<file path="src/rtl/mismatch_tracker_pkg.sv">
// Shared definitions for the mismatch tracker.
// Contents:
//   state_e               - tracker state encoding (RUN=0, TRIPPED=1, TIMEOUT=2)
//   DEF_WIDTH             - default counter width
//   DEF_MAX_ERRORS        - default error count at which the tracker trips
//   DEF_TIMEOUT_CYCLES    - default cycle count at which the tracker times out
package mismatch_pkg;

  typedef enum logic [1:0] {
    ST_RUN     = 2'd0,
    ST_TRIPPED = 2'd1,
    ST_TIMEOUT = 2'd2
  } state_e;

  localparam int              DEF_WIDTH          = 32;
  localparam longint unsigned DEF_MAX_ERRORS     = 64'd1000;
  localparam longint unsigned DEF_TIMEOUT_CYCLES = 64'd100000;

endpackage

</file>
<file path="src/rtl/mismatch_tracker_if.sv">
// Sample/status bus of the mismatch tracker.
// Signals:
//   sample_en        - qualifies ref_val/dut_val as a sample this cycle
//   ref_care         - 0 marks the reference as don't-care (sample counts, never mismatches)
//   ref_val          - reference-model output
//   dut_val          - design-under-test output
//   mismatch         - previous cycle's accepted sample mismatched
//   samples          - accepted-sample count
//   errors           - mismatch count
//   first_err_valid  - a mismatch has been counted since reset/clear
//   first_err_cycle  - cycle count at the first counted mismatch
//   state            - tracker state encoding
// Modports: master drives samples and observes status, slave is the tracker.
interface mismatch_tracker_if
  import mismatch_pkg::*;
#(
  parameter int WIDTH = DEF_WIDTH
);

  logic             sample_en;
  logic             ref_care;
  logic             ref_val;
  logic             dut_val;
  logic             mismatch;
  logic [WIDTH-1:0] samples;
  logic [WIDTH-1:0] errors;
  logic             first_err_valid;
  logic [WIDTH-1:0] first_err_cycle;
  logic [1:0]       state;

  modport master (
    output sample_en, ref_care, ref_val, dut_val,
    input  mismatch, samples, errors, first_err_valid, first_err_cycle, state
  );

  modport slave (
    input  sample_en, ref_care, ref_val, dut_val,
    output mismatch, samples, errors, first_err_valid, first_err_cycle, state
  );

endinterface

</file>
<file path="src/rtl/mismatch_tracker_sat_counter.sv">
// Saturating up-counter used for the cycle, sample and error counts.
// Ports:
//   clk    - clock
//   rst    - asynchronous active-high reset, zeroes the count
//   clr    - synchronous clear, zeroes the count (wins over inc)
//   inc    - increment enable
//   count  - registered count, holds at all-ones instead of wrapping
module sat_counter #(
  parameter int WIDTH = 32
) (
  input  logic             clk,
  input  logic             rst,
  input  logic             clr,
  input  logic             inc,
  output logic [WIDTH-1:0] count
);

  localparam logic [WIDTH-1:0] CNT_MAX = {WIDTH{1'b1}};

  logic [WIDTH-1:0] count_r;
  logic [WIDTH-1:0] count_next_s;

  // Next count: clear first, then saturating increment.
  always_comb begin
    count_next_s = count_r;
    if (clr) begin
      count_next_s = {WIDTH{1'b0}};
    end else if (inc && (count_r != CNT_MAX)) begin
      count_next_s = count_r + WIDTH'(1);
    end else begin
      count_next_s = count_r;
    end
  end

  // Count register.
  always_ff @(posedge clk or posedge rst) begin
    if (rst) begin
      count_r <= {WIDTH{1'b0}};
    end else begin
      count_r <= count_next_s;
    end
  end

  assign count = count_r;

endmodule

</file>
<file path="src/rtl/mismatch_tracker.sv">
// Compares a reference output against a DUT output sample by sample, counts
// samples and mismatches, records when the first mismatch happened, and stops
// counting once too many errors or too many cycles have accumulated.
// Ports:
//   clk     - clock, all state updates on the rising edge
//   areset  - asynchronous active-high reset
//   clear   - synchronous restart of counters and state machine
//   bus     - sample inputs and status outputs (mismatch_tracker_if.slave)
module mismatch_tracker
  import mismatch_pkg::*;
#(
  parameter int              WIDTH          = DEF_WIDTH,
  parameter longint unsigned MAX_ERRORS     = DEF_MAX_ERRORS,
  parameter longint unsigned TIMEOUT_CYCLES = DEF_TIMEOUT_CYCLES
) (
  input  logic               clk,
  input  logic               areset,
  input  logic               clear,
  mismatch_tracker_if.slave  bus
);

  // Both limits are legal only below the saturation value, so "reaches the
  // limit after this increment" is the same as "sits one below it now and
  // increments"; that avoids needing the counters' next values here.
  localparam logic [WIDTH-1:0] ERR_LAST = WIDTH'(MAX_ERRORS - 64'd1);
  localparam logic [WIDTH-1:0] CYC_LAST = WIDTH'(TIMEOUT_CYCLES - 64'd1);

  state_e           state_r;
  state_e           state_next_s;
  logic             mismatch_r;
  logic             mismatch_next_s;
  logic             fev_r;
  logic             fev_next_s;
  logic [WIDTH-1:0] fec_r;
  logic [WIDTH-1:0] fec_next_s;

  logic             run_s;
  logic             accept_s;
  logic             miss_s;
  logic [WIDTH-1:0] cycle_cnt_s;
  logic [WIDTH-1:0] samples_cnt_s;
  logic [WIDTH-1:0] errors_cnt_s;

  assign run_s    = (state_r == ST_RUN);
  assign accept_s = bus.sample_en & run_s;
  assign miss_s   = accept_s & bus.ref_care & (bus.ref_val ^ bus.dut_val);

  sat_counter #(.WIDTH(WIDTH)) u_cycle (
    .clk   (clk),
    .rst   (areset),
    .clr   (clear),
    .inc   (run_s),
    .count (cycle_cnt_s)
  );

  sat_counter #(.WIDTH(WIDTH)) u_samples (
    .clk   (clk),
    .rst   (areset),
    .clr   (clear),
    .inc   (accept_s),
    .count (samples_cnt_s)
  );

  sat_counter #(.WIDTH(WIDTH)) u_errors (
    .clk   (clk),
    .rst   (areset),
    .clr   (clear),
    .inc   (miss_s),
    .count (errors_cnt_s)
  );

  // Next state, mismatch flag and first-error capture.
  always_comb begin
    state_next_s    = state_r;
    mismatch_next_s = 1'b0;
    fev_next_s      = fev_r;
    fec_next_s      = fec_r;
    if (clear) begin
      state_next_s    = ST_RUN;
      mismatch_next_s = 1'b0;
      fev_next_s      = 1'b0;
      fec_next_s      = {WIDTH{1'b0}};
    end else begin
      mismatch_next_s = miss_s;
      if (miss_s && !fev_r) begin
        fev_next_s = 1'b1;
        fec_next_s = cycle_cnt_s;
      end else begin
        fev_next_s = fev_r;
        fec_next_s = fec_r;
      end
      case (state_r)
        ST_RUN: begin
          // Error trip is checked first so it wins over a coincident timeout.
          if (miss_s && (errors_cnt_s == ERR_LAST)) begin
            state_next_s = ST_TRIPPED;
          end else if (cycle_cnt_s == CYC_LAST) begin
            state_next_s = ST_TIMEOUT;
          end else begin
            state_next_s = ST_RUN;
          end
        end
        ST_TRIPPED: state_next_s = ST_TRIPPED;
        ST_TIMEOUT: state_next_s = ST_TIMEOUT;
        default:    state_next_s = ST_RUN;
      endcase
    end
  end

  // State, mismatch and first-error registers.
  always_ff @(posedge clk or posedge areset) begin
    if (areset) begin
      state_r    <= ST_RUN;
      mismatch_r <= 1'b0;
      fev_r      <= 1'b0;
      fec_r      <= {WIDTH{1'b0}};
    end else begin
      state_r    <= state_next_s;
      mismatch_r <= mismatch_next_s;
      fev_r      <= fev_next_s;
      fec_r      <= fec_next_s;
    end
  end

  assign bus.mismatch        = mismatch_r;
  assign bus.samples         = samples_cnt_s;
  assign bus.errors          = errors_cnt_s;
  assign bus.first_err_valid = fev_r;
  assign bus.first_err_cycle = fec_r;
  assign bus.state           = state_r;

endmodule

</file>
<file path="src/flat_wrapper.sv">
// flat-port wrapper written by rule: the top's interface ports become plain ports
module mismatch_tracker_flat import mismatch_pkg::*;
#(
  parameter int              WIDTH          = DEF_WIDTH,
  parameter longint unsigned MAX_ERRORS     = DEF_MAX_ERRORS,
  parameter longint unsigned TIMEOUT_CYCLES = DEF_TIMEOUT_CYCLES
)
  (clk, areset, clear, bus_sample_en, bus_ref_care, bus_ref_val, bus_dut_val, bus_mismatch, bus_samples, bus_errors, bus_first_err_valid, bus_first_err_cycle, bus_state);
  mismatch_tracker_if #(.WIDTH(WIDTH)) bus_i ();
  input  logic clk;
  input  logic areset;
  input  logic clear;
  input wire logic [$bits(bus_i.sample_en)-1:0] bus_sample_en;
  input wire logic [$bits(bus_i.ref_care)-1:0] bus_ref_care;
  input wire logic [$bits(bus_i.ref_val)-1:0] bus_ref_val;
  input wire logic [$bits(bus_i.dut_val)-1:0] bus_dut_val;
  output wire logic [$bits(bus_i.mismatch)-1:0] bus_mismatch;
  output wire logic [$bits(bus_i.samples)-1:0] bus_samples;
  output wire logic [$bits(bus_i.errors)-1:0] bus_errors;
  output wire logic [$bits(bus_i.first_err_valid)-1:0] bus_first_err_valid;
  output wire logic [$bits(bus_i.first_err_cycle)-1:0] bus_first_err_cycle;
  output wire logic [$bits(bus_i.state)-1:0] bus_state;
  assign bus_i.sample_en = bus_sample_en;
  assign bus_i.ref_care = bus_ref_care;
  assign bus_i.ref_val = bus_ref_val;
  assign bus_i.dut_val = bus_dut_val;
  assign bus_mismatch = bus_i.mismatch;
  assign bus_samples = bus_i.samples;
  assign bus_errors = bus_i.errors;
  assign bus_first_err_valid = bus_i.first_err_valid;
  assign bus_first_err_cycle = bus_i.first_err_cycle;
  assign bus_state = bus_i.state;
  mismatch_tracker #(.WIDTH(WIDTH), .MAX_ERRORS(MAX_ERRORS), .TIMEOUT_CYCLES(TIMEOUT_CYCLES)) u_core (.clk(clk), .areset(areset), .clear(clear), .bus(bus_i));
endmodule
</file>
<file path="config.mk">
export PLATFORM = sky130hd
export DESIGN_NAME = mismatch_tracker_flat
export DESIGN_NICKNAME = d
export VERILOG_FILES = /design/src/rtl/mismatch_tracker_pkg.sv /design/src/rtl/mismatch_tracker_if.sv /design/src/rtl/mismatch_tracker_sat_counter.sv /design/src/rtl/mismatch_tracker.sv /design/src/flat_wrapper.sv
export SDC_FILE = /design/constraint.sdc
export NUM_CORES = 1
export LEC_CHECK = 0
export ABC_AREA = 1
export CORE_ASPECT_RATIO = 0.7
export CORE_MARGIN = 4
export CORE_UTILIZATION = 41
export DETAILED_ROUTE_END_ITERATION = 8
export GPL_TIMING_DRIVEN = 0
export SLEW_MARGIN = 20
export SYNTH_ARGS = -nofsm -noshare
export SYNTH_HDL_FRONTEND = slang
export SYNTH_SLANG_ARGS = --single-unit
</file>
<file path="constraint.sdc">
create_clock -name clk -period 6.5 [get_ports clk]
set_clock_uncertainty 0.05 [all_clocks]
set_input_delay 1.95 -clock clk [delete_from_list [all_inputs] [get_ports clk]]
set_output_delay 1.95 -clock clk [all_outputs]
set_load 0.01 [all_outputs]
</file>
# After elaboration in Yosys (flattened, before gate mapping)

Cells that the tools add are included.

Logic and storage cells: 47
Register bits after elaboration: 132
Input bits: 7
Output and inout bits: 100

Reduce and logical (&&, ||, !) cells: 11
Add/subtract/negate cells: 3
Bitwise gates (word level): 4
Muxes and demuxes: 15
Equal/unequal tests: 7

Operators by type and width:

| cell                  | count |
|---|---|
| $mux 32               | 8 |
| $add 32x1->32 const B | 3 |
| $ne 32x32->1 const B  | 3 |
| $eq 32x10->1 const B  | 1 |
| $eq 32x17->1 const B  | 1 |
| $reduce_bool 2->1     | 4 |
| $mux 2                | 3 |
| $pmux 2 s3            | 1 |
| $logic_and 1x1->1     | 5 |
| $and 1x1->1           | 3 |
| $mux 1                | 3 |
| $eq 2x1->1 const B    | 1 |
| $eq 2x2->1 const B    | 1 |
| $logic_not 2->1       | 1 |
| $logic_not 1->1       | 1 |
| $xor 1x1->1           | 1 |

# Longest topological paths before layout

Depth after elaboration: 8
Mapped depth: 12
Depth with buffers taken out: 11

# Hierarchy

Synthesis repeated with hierarchy kept, for this count alone.

Cell total of the unflattened synthesis: 1,311
Area total of the unflattened synthesis: 8,648.3 um^2

Modules (own cells, without submodules):

| module           | instances | cells an instance | area each (um^2) | seq. area each (um^2) |
|---|---|---|---|---|
| sat_counter      | 3         | 360               | 2,274.7          | 800.8 |
| mismatch_tracker | 1         | 231               | 1,824.2          | 900.9 |

# Worst setup path before layout

No wires, ideal clock.

Path kind: input-to-reg
Start point: in clear
End point: reg u_core.u_cycle.count_r[17] (netlist: u_core.u_cycle.count[17])
Slack: 3,382 ps
Setup time: 119 ps
Data required time: 6,331 ps
Buffers on the path: 3
Stages: 6
Data arrival time: 2,949 ps
Path through: buf_2 -> clkinv_1 -> buf_2 -> buf_1 -> nand4_1 -> nand2_1

Cells in the longest elaborated chain, start to end: 1
Elaborated cells between the ends (all ways): 2
Those cells by class: mux (1); reduce/logical (1)

Ends and longest elaborated chain:

| item                                                | line                               | RTL |
|---|---|---|
| start, declared                                     | flat_wrapper.sv:12                 | `input logic clear;` |
| $mux 32 / $reduce_bool 2->1 (equally long branches) | -                                  |  |
| end signal, assigned                                | mismatch_tracker_sat_counter.sv:38 | `count_r <= {WIDTH{1'b0}};` |
| end signal, assigned                                | mismatch_tracker_sat_counter.sv:40 | `count_r <= count_next_s;` |
| end, declared                                       | mismatch_tracker_sat_counter.sv:20 | `logic [WIDTH-1:0] count_r;` |

Parallel ways exist; a longest one is shown, timed or not.
A chain may end at the register's enable or synchronous reset.

# Worst setup path after layout

Start point: reg u_core.u_errors.count_r[0] (netlist: u_core.u_errors.count[0])
End point: out bus_errors[0]

RTL lines:

| item                   | line                               | RTL |
|---|---|---|
| start, declared        | mismatch_tracker_sat_counter.sv:20 |  |
| start signal, assigned | mismatch_tracker_sat_counter.sv:38 |  |
| start signal, assigned | mismatch_tracker_sat_counter.sv:40 |  |
| end, declared          | flat_wrapper.sv:19                 | `output wire logic [$bits(bus_i.errors)-1:0] bus_errors;` |

No word-level cell between the ends.

==> run_results.csv <==
group,metric,value,unit
clock_tree,clk_pin_slew,0.06,ns
yosys,synth_top_area_cell,"dfrtp_1",
final_layout,drive_gt1_share,6.94,%
sta,fin_ws,2.96,ns
yosys,synthesis.area,8190,µm²
yosys,syn_area_per_cell,6.66,µm²
yosys,synth_nets,1240,
run,cap_violations,0,
floorplan,rows,42,
sta,finalSetupViolCount,0,
yosys,synth_flop_cell,"dfrtp_1",
clock_tree,cts_hold_buf,0,
sta,finalHoldViolCount,0,
yosys,async_flop_share,100,%
floorplan,pin_count,107,
clock_tree,cts_setup_buffers,0,
final_layout,finalInstanceArea,10200,µm²
drt,drc,0,
drt,dr.pass1.iters,7,
yosys,synth_top_cells_by_count,"nand2_1 (506), nor2_1 (182), dfrtp_1 (132)",
critical_path,end_kind,"primary output",
yosys,synth_edf_count,0,
critical_path,critPathTopFamily,"buffers and inverters",
global_route,grt_pass1_vias,7730,
power_and_ir_drop,power_density,190,nW/µm²
final_layout,syn_to_final_growth,24.7,%
sta,finalCritPeriodShare,54.4,%
sta,period_needed,3.54,ns
clock_tree,htree_levels,4,
sta,slew_headroom,50.1,%
power_and_ir_drop,total_power,1.94,mW
yosys,synthTopCellsByArea,"dfrtp_1 (40%), nand2_1 (23%), nor2_1 (8.3%), nand4_1 (5.2%), nand3_1 (4.8%)",
floorplan,die_h,126,µm
sta,rsz0062_at_grt,"false",
power_and_ir_drop,max-vdd-ir-drop,0.000124,V
floorplan,dieArea,22300,µm²
sta,slew_viol_final,0,
critical_path,crit_arrival,1.54,ns
floorplan,core,19200,µm²
final_layout,antenna_cells,0,
sta,max_clock_freq,0.283,GHz
clock_tree,cts_buffers,17,
global_route,grt_max_degree,93,
placement,post-place-ws,2.53,ns
drt,viasPerCell,5.17,
yosys,synth_seq_cells,132,
drt,finalWirelength,27200,µm
critical_path,cp_max_fo,6,
critical_path,worstPathCellList,"clkdlybuf4s50_1",
global_route,antenna_found_initial,0,
yosys,ys_types,32,
yosys,synth.most_common_cell,"nand2_1",
drt,drtIter0Drc,822,
sta,worstMarginPinSlew,0.748,ns
min_path,hp-class,"flop to flop",
clock_tree,cts_root_buf,"clkbuf_16",
yosys,synth_top_area_share,40.3,%
critical_path,crit_required,4.50,ns
global_route,grt_remaining_overflow,0,
placement,port_buffers,105,
global_route,grt_first_pass_wirelength,43400,µm
clock_tree,cts_max_path_buffers,2,
critical_path,worst-setup-path-type,"flop to primary output",
placement,place_congestion,0.962,
floorplan,die_x,177,µm
global_route,grt_use_total,24.8,%
clock_tree,cts_tree,"yes",
clock_tree,cts.sink_count,132,
floorplan,start_util,42.6,%
critical_path,cp_slowest_cell,"clkdlybuf4s50_1",
clock_tree,post_cts_resized,0,
placement,post-dp-hpwl,20400,µm
placement,dpl_cell_area,9610,µm²
critical_path,slowest_delay,0.61,ns
clock_tree,worstSkewPairLatency,0.44,ns
power_and_ir_drop,power.leakage,4.53,nW
critical_path,cp-start-kind,"flop",
critical_path,critPathBufInv,1,
drt,ant_nets,0,
drt,vias,8433,
final_layout,final_core_util,53.1,%
yosys,netlist_instances,1230,
run_status,outcome,"complete, no violations",
final_layout,final_nets,1365,
yosys,synth.yosys.seq_area_share,40.3,%
yosys,synth-warning-count,0,
sta,timing.hold.ws,0.430,ns
drt,wl_per_cell,16.6,µm
==> per-layer routing <==
metal	vias up	GRT usage (%)	part of all wire [%]
met5	-	0	0
met4	0	4.18	0.67
met3	19	4.67	7.2
li1	4143	-	-
met2	311	32.7	39
met1	3960	41.5	53
==> worst register-to-register path, cell delays in order, from the launching register on <==
cell,delay (ns)
dfrtp_1,0.45
ha_1,0.35
inv_2,0.11
nor2_4,0.08
nand2_2,0.12
nor2_2,0.07
a21oi_1,0.52
clkbuf_1,0.53
nand4_1,0.17
nand2_1,0.09
==> worst paths after layout <==
check | start | end | slack (ns) | depth (start not counted)
worst max-delay path | u_core.u_errors.count[0] | bus_errors[0] | 2.96 | 1
worst max register to register | u_core.u_cycle.count[0] | u_core.u_cycle.count[21] | 3.91 | 9
worst min register to register | u_core.bus.first_err_cycle[24] | u_core.bus.first_err_cycle[24] | 0.43 | 2
max in group asynchronous | areset | u_core.u_samples.count[19] | 3.75 | 3
min in group asynchronous | areset | u_core.bus.first_err_cycle[3] | 1.83 | 2
worst min-delay path | u_core.bus.first_err_cycle[24] | u_core.bus.first_err_cycle[24] | 0.43 | 2
==> metrics by stage <==
| stage | instances | setup TNS [ns] |
|---|---|---|
| 2_1_floorplan | 1230 | 0 |
| 3_3_place_gp | 1599 | -143.57 |
| 3_5_place_dp | 1600 | 0 |
| 4_1_cts | 1632 | 0 |
| 5_1_grt | 1632 | 0 |
| 6_report | 1632 | 0 |
==> cells in the final DEF, fill, tap and decap left out, types with 2 or more instances in the layout <==
cell type and n:
xor2_1 22, ha_1 3, nand3_1 78, inv_1 103
o21ai_1 10, nand2_1 506, a21oi_2 2, clkbuf_1 9
inv_6 8, clkbuf_16 17, o21ai_0 30, nand4_1 68
clkinv_4 2, clkinvlp_4 2, nand2_2 7, clkdlybuf4s50_1 105
o21bai_1 3, buf_1 4, nand3b_1 5, bufinv_16 2
o21ai_2 6, xnor2_1 5, inv_8 2, buf_2 8
or2_2 7, inv_2 2, nand2_4 2, nor2_4 7
buf_4 3, nor2_1 182, nor2_2 7, a21oi_1 4
dfrtp_1 132, buf_6 8, nor3_1 2
==> logic make-up after synthesis <==
logic type / synth area share [%]
adder cells (fa/ha/maj): 0.458
XOR/XNOR: 2.89
AO/OA/AOI/OAI: 3.82
buffers and inverters: 7.53
flip-flops: 40.3
AND/OR/NAND/NOR: 45.0
==> state kept, by name, indices dropped and copies added (netlist names) <==
signal and cells:
u_core.bus.first_err_cycle 32, u_core.bus.mismatch 1, u_core.u_samples.count 32, u_core.bus.first_err_valid 1
u_core.u_cycle.count 32, u_core.u_errors.count 32, u_core.bus.state 2
==> cell type report <==
class,count,area (µm²)
flip-flops and latches,132,3300
multi-input cells,957,4270
clock inverters,14,165
well taps,264,330
repair buffers,106,1080
clock buffers,18,439
plain buffers,32,201
fillers,1995,9020
inverters,109,423
==> report_power, final <==
group | switching [mW] | internal [mW] | total, mW
Clock | 0.425 | 0.588 | 1.01
Sequential | 0.00605 | 0.825 | 0.831
Combinational | 0.0698 | 0.0244 | 0.0942
No activity file was read; power rests on OpenSTA's default activity.
